`src/rtl/disp_pkg.sv`:
```
// rtl/disp_pkg.sv - shared constants for the multiplexed 7-segment display driver
//
// Purpose: hex-to-segment table, blank pattern and digit count shared by
// disp_scan_ctrl and seg_hex_decoder.
// Segment bit order is {g,f,e,d,c,b,a}, active-high.
package disp_pkg;

    localparam int N_DIGITS = 8;

    localparam logic [6:0] SEG_BLANK = 7'h00;

    localparam logic [6:0] HEX_SEG_TABLE [16] = '{
        7'h3F, 7'h06, 7'h5B, 7'h4F,   // 0 1 2 3
        7'h66, 7'h6D, 7'h7D, 7'h07,   // 4 5 6 7
        7'h7F, 7'h6F, 7'h77, 7'h7C,   // 8 9 A b
        7'h39, 7'h5E, 7'h79, 7'h71    // C d E F
    };

endpackage

```
`src/rtl/seg_hex_decoder.sv`:
```
// rtl/seg_hex_decoder.sv - combinational hex nibble to 7-segment lookup
//
// Purpose: maps a 4-bit value to its active-high {g,f,e,d,c,b,a} pattern.
// Ports:
//   nibble    in  4  hex digit 0..F
//   segments  out 7  decoded segment pattern
module seg_hex_decoder
    import disp_pkg::*;
(
    input  logic [3:0] nibble,
    output logic [6:0] segments
);

    assign segments = HEX_SEG_TABLE[nibble];

endmodule

```
`src/rtl/disp_scan_ctrl.sv`:
```
// rtl/disp_scan_ctrl.sv - double-buffered 8-digit 7-segment scan controller
//
// Purpose: accepts a 32-bit hex value over a valid/ready port, holds it in a
// pending buffer and promotes it to the displayed value only at a frame
// boundary, then scans the eight digits with a programmable prescaler.
// Optional feature: define DISP_LZB_EN for leading-zero blanking.
// Ports:
//   clk         in  1   system clock
//   rst         in  1   synchronous reset, active-high
//   load_valid  in  1   upstream offers load_data
//   load_data   in  32  value, nibble k drives digit k (digit 0 rightmost)
//   load_ready  out 1   pending buffer empty
//   anodes      out 8   one-hot digit select, active-high
//   segments    out 7   decoded pattern for the selected digit
//   frame_done  out 1   one-cycle pulse when digit 7's slot ends
module disp_scan_ctrl
    import disp_pkg::*;
#(
    parameter int PRESCALE = 131072,
    parameter int PW       = 17
) (
    input  logic                clk,
    input  logic                rst,
    input  logic                load_valid,
    input  logic [31:0]         load_data,
    output logic                load_ready,
    output logic [N_DIGITS-1:0] anodes,
    output logic [6:0]          segments,
    output logic                frame_done
);

    // Terminal count is compared, never exceeded, so PRESCALE = 2^PW fits.
    localparam logic [PW-1:0] CNT_LAST = PW'(PRESCALE - 1);

    logic [PW-1:0] cnt;
    logic [2:0]    idx;
    logic [31:0]   active;
    logic [31:0]   pending;
    logic          pending_full;

    logic          tick;
    logic          boundary;
    logic          accept;
    logic [2:0]    idx_next;
    logic [31:0]   active_next;
    logic [3:0]    nib_next;
    logic [6:0]    dec_seg;
    logic [6:0]    seg_next;
    logic [7:0]    anode_next;

    assign tick       = (cnt == CNT_LAST);
    assign boundary   = tick && (idx == 3'd7);
    assign load_ready = !pending_full;
    assign accept     = load_valid && !pending_full;

    // Outputs are registered from next-state values so anodes, segments and
    // frame_done all change on the same edge as idx.
    assign idx_next    = tick ? idx + 3'd1 : idx;
    assign active_next = (boundary && pending_full) ? pending : active;
    assign nib_next    = active_next[{idx_next, 2'b00} +: 4];
    assign anode_next  = 8'h01 << idx_next;

    seg_hex_decoder u_dec (
        .nibble   (nib_next),
        .segments (dec_seg)
    );

`ifdef DISP_LZB_EN
    // Blank digit k when it and every more-significant nibble are zero.
    logic upper_zero;
    assign upper_zero = ((active_next >> {idx_next, 2'b00}) == 32'h0);
    assign seg_next   = ((idx_next != 3'd0) && upper_zero) ? SEG_BLANK : dec_seg;
`else
    assign seg_next   = dec_seg;
`endif

    always_ff @(posedge clk) begin
        if (rst) begin
            cnt          <= '0;
            idx          <= 3'd0;
            active       <= 32'h0;
            pending      <= 32'h0;
            pending_full <= 1'b0;
            anodes       <= 8'h01;
            segments     <= HEX_SEG_TABLE[0];
            frame_done   <= 1'b0;
        end else begin
            cnt        <= tick ? '0 : cnt + PW'(1);
            idx        <= idx_next;
            active     <= active_next;
            anodes     <= anode_next;
            segments   <= seg_next;
            frame_done <= boundary;
            // Transfer and accept are exclusive: accept needs an empty buffer.
            if (boundary && pending_full) begin
                pending_full <= 1'b0;
            end else if (accept) begin
                pending      <= load_data;
                pending_full <= 1'b1;
            end
        end
    end

endmodule
```
`config.mk`:
```
export PLATFORM = sky130hd
export DESIGN_NAME = disp_scan_ctrl
export DESIGN_NICKNAME = d
export VERILOG_FILES = /design/src/rtl/disp_pkg.sv /design/src/rtl/seg_hex_decoder.sv /design/src/rtl/disp_scan_ctrl.sv
export SDC_FILE = /design/constraint.sdc
export NUM_CORES = 1
export LEC_CHECK = 0
export ABC_AREA = 1
export BUFFER_PORTS_ARGS = -buffer_cell sky130_fd_sc_hd__buf_2
export CAP_MARGIN = 40
export CORE_MARGIN = 3
export CORE_UTILIZATION = 40
export DETAILED_ROUTE_END_ITERATION = 10
export PLACE_DENSITY_LB_ADDON = 0.25
export SYNTH_ARGS = -nofsm -noshare
export SYNTH_HDL_FRONTEND = slang
export SYNTH_HIERARCHICAL = 1
export SYNTH_SLANG_ARGS = --single-unit
```
`constraint.sdc`:
```
create_clock -name clk -period 3.1 [get_ports clk]
set_input_delay 0.155 -clock clk [delete_from_list [all_inputs] [get_ports clk]]
set_output_delay 0.155 -clock clk [all_outputs]
set_load 0.02 [all_outputs]
```
==> key figures <==
Route
  – Highest metal used: met4
  – Number of vias per cell: around 4.8
  – DR WL/cell: roughly 13 um
  – First drt pass iteration count: 4
  – Metal-1 WL: 5220 um
  – Vias: slightly above 4k
  – Met3 WL: approximately 530 um
  – # DRC: 0
  – Final ANT Viol Nets: 0
  – Initial DRC count: 191
  – Final WL: 10,900 um
  – Met2 WL: 5110 um

Layout
  – Ant diodes: 0
  – Util after Layout: 54.0%
  – Share of layout cells above drive strength 1: 28.6%
  – Filler cells: 1,072
  – # nets final: between 700 and 800
  – Syn-to-layout area delta: 29.3%

Clock network
  – Clock latency at the later pin of the worst-skew pair: 0.36 ns
  – Total clock sinks: 101
  – Clk root buf: clkbuf_8
  – Bufs on Longest Clock Path: 2
  – Worst-path clk slew: 0.11 ns
  – Cts hold-fix bufs: 0
  – # H-tree levels: 3
  – CTS Buf Count: 9
  – CTS tree: built

Floorplanning
  – Die Height: 111 um
  – Initial Util: 41.8%
  – Die Wd: 111 um
  – Die ar.: between 10,000 and 15,000 um2
  – Row cnt: 37
  – Core Box Area: 10,500 um2
  – I/O pins: 52

Global route
  – Vias in the first global route: 3,784
  – First-pass GRT wire length: 17,600 um
  – Initial antenna violation count: 0
  – GR Util All Layers: 17.1%
  – Largest net degree at the start of global routing: 46
  – GRT overflow: 0

Critical path
  – Worst setup EP type: flop
  – CP max FO: 8
  – R2R cell count: 25
  – Number of stages on the worst setup path: 25
  – Top Family by Delay on Critical Path: simple AND/OR/NAND/NOR gates
  – Critical path's largest stage delay: 0.36 ns
  – Worst setup SP type: flop
  – R2r setup slk: 0.003 ns
  – Crit path DAT: 3.36 ns
  – WP buf/inv: 5
  – CP startpoint: cnt[1]$_SDFF_PP0_
  – Reg-to-Reg Start: cnt[1]$_SDFF_PP0_
  – Worst Path Class, Setup: flop to flop
  – CP Data Required Time: 3.36 ns
  – Slowest stage cell, crit path: dfxtp_2
  – CP Capture Point: segments[3]$_SDFF_PP1_
  – Worst R2R End: segments[3]$_SDFF_PP1_
  – Most used cell, CP: nand2_4

Flow run
  – Max_cap viols: 0

STA
  – Max Fclk: 0.323 GHz
  – RSZ-0062 raised after global routing: true
  – Tmin final: 3.10 ns
  – Skew final: 0.0120 ns
  – Final hold violation count: 0
  – Slew @ Worst Pin: 0.898 ns
  – Final slew viol count: 0
  – Final hold slack: between 0.03 and 0.04 ns
  – Worst slew margin: 40.1%
  – Sum Neg Setup Slack: 0 ns
  – Final period util: between 90% and 100%
  – # setup viols final: 0

Pwr
  – Tot Pwr: 0.00237 W
  – Pwr dens: 420 nW/um2
  – Worst vdd ir: 0.000292 V
  – Lkg Pwr: 2.56 nW

Yosys
  – Gate Count Post-Synth: 613
  – Ys Warns: 6
  – Netlist cell types: 29
  – Netlist Area Pre-Place: roughly 4400 um2
  – Sequential share of the synthesized area: 46.2%
  – Synthesized area per cell: 7.13 um2
  – Register bit count reported by yosys: 101
  – Post-Syn Nets: 659

Placed design
  – Detailed Place HPWL: 7470 um
  – Number of port buffers: 51
  – Gpl congestion: approximately 0.90

Hold path
  – Hold Crit Class: input port to flop

Outcome
  – Status: complete, no violations
## per-layer routing
| layer | global-route usage [%] | vias to the layer above |
|---|---|---|
| li1 | - | 2158 |
| met1 | 23.4 | 1823 |
| met2 | 27.4 | 88 |
| met3 | 4.38 | 9 |
| met4 | 3.28 | 0 |
| met5 | 0 | - |
## cell families (layout without fill, tap and decap cells)
kind of cell	after synthesis	count (layout)	share of synthesized area, %
adders and majority gates	11	11	3.15
xor gates and xnor gates	1	1	0.200
DFF	101	101	46.2
AOI/OAI and AO/OA	89	89	10.4
buffers and inverters	69	173	6.84
and+or+nand+nor	342	342	33.2
## metrics by stage
step                cells  instance area [um2]  worst slack (ns)
floorplan             613                 4420            0.0191
global placement      819                 5080            -0.158
CTS                   845                 5390           -0.0192
finish                853                 5650           0.00280
global route          853                 5650            -0.256
detailed placement    820                 5090            -0.252
## final cells by class
class                      count  area (um2)  area share (%)
multi-input combinational    443        2260            40.0
sequential                   101        2020            35.8
timing repair buffer         115         822            14.5
tap                          136         170            3.01
inverter                      42         168            2.97
clock buffer                   9         124            2.19
clock inverter                 7        83.8            1.48
## synth_stat cells
master / number / area share, %
a211oi_1: 1 / 0.17
a21oi_1: 42 / 4.8
buf_2: 9 / 1.0
buf_4: 3 / 0.51
buf_6: 2 / 0.51
clkbuf_1: 13 / 1.1
clkinv_1: 1 / 0.086
dfxtp_1: 101 / 46
ha_1: 11 / 3.1
inv_1: 34 / 2.9
inv_2: 6 / 0.51
inv_4: 1 / 0.14
nand2_1: 176 / 15
nand2_2: 3 / 0.43
nand3_1: 19 / 2.2
nand3_2: 1 / 0.23
nand3b_1: 1 / 0.17
nand4_1: 22 / 3.1
nor2_1: 104 / 8.9
nor2_2: 1 / 0.14
nor2_4: 5 / 1.3
nor3_1: 3 / 0.34
nor3_4: 1 / 0.37
o21a_1: 1 / 0.17
o21ai_0: 43 / 4.9
o21ai_1: 1 / 0.11
o21ai_2: 1 / 0.20
or2_2: 6 / 0.86
xor2_1: 1 / 0.20
## where the power goes
part           internal [W]  switching, W
clock network      0.000386      0.000486
logic             0.0000553     0.0000821
registers           0.00134     0.0000254
## cell usage in the layout (no fill, tap or decap), types with 14 or more instances in the layout
cell type / instances
a21oi_1: 42
buf_2: 52
buf_4: 51
dfxtp_1: 99
inv_1: 30
nand2_1: 157
nand2_2: 14
nand4_1: 22
nor2_1: 94
o21ai_0: 42
## worst register-to-register path, delay by kind of cell (launching register included)
kind | cells | cell delay [ns]
and+or+nand+nor | 16 | 1.47
buffers and inverters | 5 | 0.48
adders and majority gates | 3 | 0.61
AOI/OAI and AO/OA | 1 | 0.06
DFF | 1 | 0.36
## worst min-delay path by stage
stage / from / end / slack, ns / cells after the start
after floorplan: load_data[0] / pending[0]$_SDFFE_PP0P_ / 0.32 / 2
after detailed placement: load_data[21] / pending[21]$_SDFFE_PP0P_ / 0.41 / 3
after global routing: load_data[31] / pending[31]$_SDFFE_PP0P_ / 0.007 / 3
final: load_data[15] / pending[15]$_SDFFE_PP0P_ / 0.03 / 3
after CTS: load_data[31] / pending[31]$_SDFFE_PP0P_ / 0.02 / 3
after global placement: load_data[12] / pending[12]$_SDFFE_PP0P_ / 0.40 / 3
## what timing repair did
action                                  CTS  global route
buffers inserted                          9             8
endpoints found under the setup margin    7             7
pin swaps                                10            14
gates cloned                              0             2
resized for setup                         8            55
## flip-flops by register name (all words and copies together), names as in the netlist
register / flops
cnt: 17
segments: 7
idx: 3
active: 32
pending: 32
pending_full: 1
frame_done: 1
anodes: 8
(Power assumes the default switching activity.)
